`src/rtl/if_fetch_stage.sv`:
```
// Instruction-fetch stage: owns the PC, issues word-aligned imem requests,
// buffers returned words with their PC and hands them to decode.
module if_fetch_stage #(
  parameter logic [31:0] RESET_PC   = 32'h0000_0000,
  parameter int unsigned FIFO_DEPTH = 2
) (
  input  logic        clk,
  input  logic        rst_n,
  output logic        imem_req_o,
  output logic [31:0] imem_addr_o,
  input  logic        imem_gnt_i,
  input  logic        imem_rvalid_i,
  input  logic [31:0] imem_rdata_i,
  input  logic        redirect_i,
  input  logic [31:0] redirect_pc_i,
  output logic        instr_valid_o,
  input  logic        instr_ready_i,
  output logic [31:0] instr_o,
  output logic [31:0] pc_o
);

  localparam int unsigned PTR_W = (FIFO_DEPTH > 1) ? $clog2(FIFO_DEPTH) : 1;
  localparam int unsigned CNT_W = PTR_W + 1;
  localparam int unsigned INF_W = CNT_W + 1;
  localparam logic [31:0] NOP   = 32'h0000_0013;

  logic [31:0]      pc;
  logic [31:0]      tag;
  logic [31:0]      buf_pc    [FIFO_DEPTH];
  logic [31:0]      buf_instr [FIFO_DEPTH];
  logic [PTR_W-1:0] rd_ptr;
  logic [PTR_W-1:0] wr_ptr;
  logic [CNT_W-1:0] count;
  logic             outstanding;
  logic             discard;

  logic             head_valid;
  logic             resp;
  logic             grant;
  logic             push;
  logic             pop;
  logic [INF_W-1:0] inflight;

  // Request is held off while a dropped response is still owed, or when the
  // buffer could not absorb the word already in flight plus a new one.
  always_comb begin
    inflight   = INF_W'(count) + INF_W'(outstanding);
    head_valid = rst_n & (count != '0);
    resp       = imem_rvalid_i & outstanding;
    imem_req_o = rst_n & ~redirect_i & ~discard
               & (~outstanding | imem_rvalid_i)
               & (inflight < INF_W'(FIFO_DEPTH));
    grant      = imem_req_o & imem_gnt_i;
    push       = resp & ~discard & ~redirect_i;
    pop        = head_valid & instr_ready_i & ~redirect_i;
  end

  assign imem_addr_o   = {pc[31:2], 2'b00};
  assign instr_valid_o = head_valid;
  assign instr_o       = head_valid ? buf_instr[rd_ptr] : NOP;
  assign pc_o          = head_valid ? buf_pc[rd_ptr] : '0;

  // Control state; redirect flushes everything and owes one drop if a
  // response is still out.
  always_ff @(posedge clk) begin
    if (!rst_n) begin
      pc          <= RESET_PC & ~32'h3;
      tag         <= '0;
      rd_ptr      <= '0;
      wr_ptr      <= '0;
      count       <= '0;
      outstanding <= 1'b0;
      discard     <= 1'b0;
    end else if (redirect_i) begin
      pc          <= redirect_pc_i & ~32'h3;
      rd_ptr      <= '0;
      wr_ptr      <= '0;
      count       <= '0;
      outstanding <= outstanding & ~imem_rvalid_i;
      discard     <= outstanding & ~imem_rvalid_i;
    end else begin
      if (grant) begin
        pc  <= pc + 32'd4;
        tag <= imem_addr_o;
      end
      if (grant) begin
        outstanding <= 1'b1;
      end else if (resp) begin
        outstanding <= 1'b0;
      end
      if (resp && discard) begin
        discard <= 1'b0;
      end
      if (push) begin
        wr_ptr <= wr_ptr + PTR_W'(1);
      end
      if (pop) begin
        rd_ptr <= rd_ptr + PTR_W'(1);
      end
      count <= count + CNT_W'(push) - CNT_W'(pop);
    end
  end

  // Buffer storage needs no reset; count gates its visibility.
  always_ff @(posedge clk) begin
    if (push) begin
      buf_pc[wr_ptr]    <= tag;
      buf_instr[wr_ptr] <= imem_rdata_i;
    end
  end

endmodule

```
`config.mk`:
```
export PLATFORM = sky130hd
export DESIGN_NAME = if_fetch_stage
export DESIGN_NICKNAME = d
export VERILOG_FILES = /design/src/rtl/if_fetch_stage.sv
export SDC_FILE = /design/constraint.sdc
export NUM_CORES = 1
export LEC_CHECK = 0
export ABC_AREA = 0
export CAP_MARGIN = 20
export CORE_MARGIN = 8
export CORE_UTILIZATION = 30
export CTS_BUF_LIST = sky130_fd_sc_hd__clkbuf_8
export DETAILED_ROUTE_END_ITERATION = 6
export PLACE_DENSITY = 0.54
export SLEW_MARGIN = 10
export SYNTH_ARGS = -nofsm -noshare
export SYNTH_HDL_FRONTEND = slang
export SYNTH_SLANG_ARGS = --single-unit
```
`constraint.sdc`:
```
create_clock -name clk -period 4.86 [get_ports clk]
set_input_delay 0.729 -clock clk [delete_from_list [all_inputs] [get_ports clk]]
set_output_delay 0.729 -clock clk [all_outputs]
set_load 0.03 [all_outputs]
```
==> flow_summary.json <==
{
  "outcome": "finished, final reports clean",
  "power_leakage_nw": 3.30,
  "finalCritPeriodShare": 0.735,
  "syn-cell-area_um2": 7840,
  "syn_to_final_growth_pct": 31.2,
  "wl_met2_mm": 9.42,
  "cts_setup_buffers": 0,
  "rows": 59,
  "gp_congestion": 0.765,
  "firstDrtPassIters": 6,
  "tightest_slew_ps": 952,
  "route.met3.wl_mm": 1.49,
  "ys_async_sr_fraction": 0,
  "cpMostUsedCell": "clkdlybuf4s50_1",
  "drive_gt1_frac": 0.0635,
  "antenna_cells": 0,
  "setup_violations": 0,
  "final-hold-violation-count": 0,
  "vdd_ir_drop_max_mv": 0.121,
  "cts_tree": "built",
  "r2r_slack_ps": 2370,
  "cap_viol_max_count": 0,
  "start_kind": "input pin",
  "cpLargestDelayFamily": "buffers and inverters",
  "p_int_mw": 2.42,
  "drt_iter0_drc": 295,
  "swShare": 0.226,
  "power.density_nw_per_um2": 304,
  "ys_dominant_reg_cell": "edfxtp_1",
  "drv_slew": 0,
  "synth-seq-cells": 191,
  "grt.overflow.total": 0,
  "worstPathArrival_ps": 2840,
  "finalSetupTns_ps": 0,
  "ys_seq_area_frac": 0.646,
  "end_kind": "primary output",
  "die_w_um": 178,
  "max_freq_ghz": 0.280,
  "highest_layer": "met4",
  "ctsHoldBuffers": 0,
  "cts_resized": 0,
  "drtAntennaViolNets": 0,
  "hold_path_class": "register to register",
  "placedCellCount": 1137,
  "routedWlPerCell_um": 17.7,
  "critPathSlowestCell": "clkdlybuf4s50_1",
  "syn_avg_cell_area_um2": 11.8,
  "fin_skew_ps": 19.9,
  "synth_edf_count": 124,
  "max_stage_delay_ps": 770,
  "combinationalPowerShare": 0.073,
  "period_minus_slack_ps": 3570,
  "slew-limit-headroom": 0.365,
  "start_util": 0.303,
  "synth_cell_types": 50,
  "cts_sinks": 191,
  "worstPathMaxFanout": 9,
  "grt_pass1_vias": 5304,
  "setup_slack_ps": 1290,
  "clock_path_buffers": 2,
  "whs_ps": 459,
  "fin_cells": 1170,
  "fin_nets": 895,
  "port_buffers": 161,
  "required_ps": 4130,
  "seqPwrFrac": 0.568,
  "core-area_um2": 25800,
  "post-route-util": 0.398,
  "viasPerCell": 4.68,
  "grt_use_total": 0.129,
  "antenna_found_initial": 0,
  "yosysWarningCount": 0,
  "htree_levels": 4,
  "grt_max_degree": 63,
  "clkSlewWorstSetupHoldPaths_ps": 90,
  "hpwl_mm": 13.9,
  "worstSkewPairLatency_ps": 460,
  "cts_made_buffers": 17,
  "post-place-ws_ps": 1110,
  "clk_root_buffer_cell": "clkbuf_8",
  "synthCells": 667,
  "ios": 168,
  "drc": 0,
  "clockPowerShare": 0.359,
  "die_y_um": 178,
  "rsz0062_at_grt": "false",
  "grt_pass1_wl_mm": 30.9,
  "wl_mm": 20.7,
  "vias": 5473,
  "critPathKind": "input pin to primary output",
  "m1WireLength_mm": 9.61,
  "path_buf_inv": 3,
  "switchingPower_uw": 707,
  "die_area_um2": 31600,
  "worstPathCellList": "clkdlybuf4s50_1, nand2b_1, buf_4, a2111oi_0, clkdlybuf4s50_1"
}
==> per-layer routing <==
layer,global-route usage,vias to the layer above
li1,-,2716
met1,0.168,2588
met2,0.206,156
met3,0.0406,13
met4,0.0271,0
met5,0,-
==> power groups by stage <==
stage / registers [mW] / logic [mW] / clock network (mW)
3_5_place_dp: 1.81 / 0.230 / 0
2_1_floorplan: 1.83 / 0.0865 / 0
5_1_grt: 1.78 / 0.245 / 1.23
6_report: 1.78 / 0.229 / 1.13
3_3_place_gp: 1.81 / 0.228 / 0
4_1_cts: 1.78 / 0.231 / 1.17
==> Yosys cell counts (6+ instances only) <==
| library cell | number | area share |
|---|---|---|
| a21oi_1 | 48 | 0.031 |
| a2bb2oi_1 | 6 | 0.0067 |
| buf_1 | 7 | 0.0034 |
| buf_2 | 10 | 0.0064 |
| clkbuf_1 | 19 | 0.0091 |
| dfxtp_1 | 67 | 0.17 |
| edfxtp_1 | 124 | 0.47 |
| inv_1 | 7 | 0.0034 |
| mux2i_1 | 65 | 0.083 |
| nand2_1 | 90 | 0.043 |
| nand3_1 | 10 | 0.0064 |
| nand4_1 | 11 | 0.0088 |
| nor2_1 | 79 | 0.038 |
| nor3_1 | 10 | 0.0064 |
| nor4_1 | 9 | 0.0072 |
| o21ai_0 | 13 | 0.0083 |
| o22ai_1 | 6 | 0.0048 |
| xnor2_1 | 10 | 0.011 |
| xor2_1 | 9 | 0.010 |
==> layout by cell type (no fill, tap or decap), types with 4 or more instances in the layout <==
master,instances
inv_1,8
xnor2_1,10
nor2_1,78
clkdlybuf4s50_1,161
and2_1,4
xor2_1,9
mux2i_1,65
nand2_1,90
a21oi_1,48
nor4_1,9
o211ai_1,4
and3_1,4
buf_4,12
edfxtp_1,124
and4_1,4
bufinv_16,4
o22ai_1,6
o21ai_0,13
clkinv_1,4
nand3_1,10
nor3_1,10
a2bb2oi_1,6
or3_1,4
dfxtp_1,66
a31oi_1,5
conb_1,4
nand4_1,11
clkbuf_8,18
==> cell families (layout without fill, tap and decap cells) <==
logic type / after synthesis / after routing / synth area share
AO/OA/AOI/OAI: 102 / 102 / 0.0817
XOR/XNOR: 19 / 19 / 0.0212
adder cells (fa/ha/maj): 3 / 3 / 0.00479
buffers and inverters: 51 / 216 / 0.0294
flip-flops: 191 / 191 / 0.646
multiplexers: 66 / 66 / 0.0844
other: 1 / 4 / 0.000478
AND/OR/NAND/NOR: 234 / 234 / 0.132
==> layout make-up <==
type                    instances  area, um^2
flip-flops and latches        191        5070
multi-input cells             428        2580
clock inverters                14         188
fillers                      2545       15600
well taps                     335         419
inverters                       9        33.8
clock buffers                  18         248
repair buffers                175        1750
==> registers in the layout, summed over array words and instances, names as in the netlist, named ones only <==
signal and flops:
outstanding 1, discard 1, pc 30, tag 30
buf_pc 60, wr_ptr 1, buf_instr 64, rd_ptr 1
count 2
==> metrics by stage <==
| stage | power, mW | cell area [um^2] |
|---|---|---|
| floorplan | 1.92 | 7850 |
| global placement | 2.04 | 9820 |
| detailed placement | 2.04 | 9820 |
| CTS | 3.18 | 10300 |
| global route | 3.26 | 10300 |
| finish | 3.13 | 10300 |
==> path summary, 6_finish.rpt <==
kind / start / to / cells after the start
min reg2reg: tag[15] / buf_pc[0][13] / 0
max: rst_n / imem_req_o / 5
min: tag[15] / buf_pc[0][13] / 0
max reg2reg: count[1] / pc[22] / 5
Power figures use the tool's default switching activity.
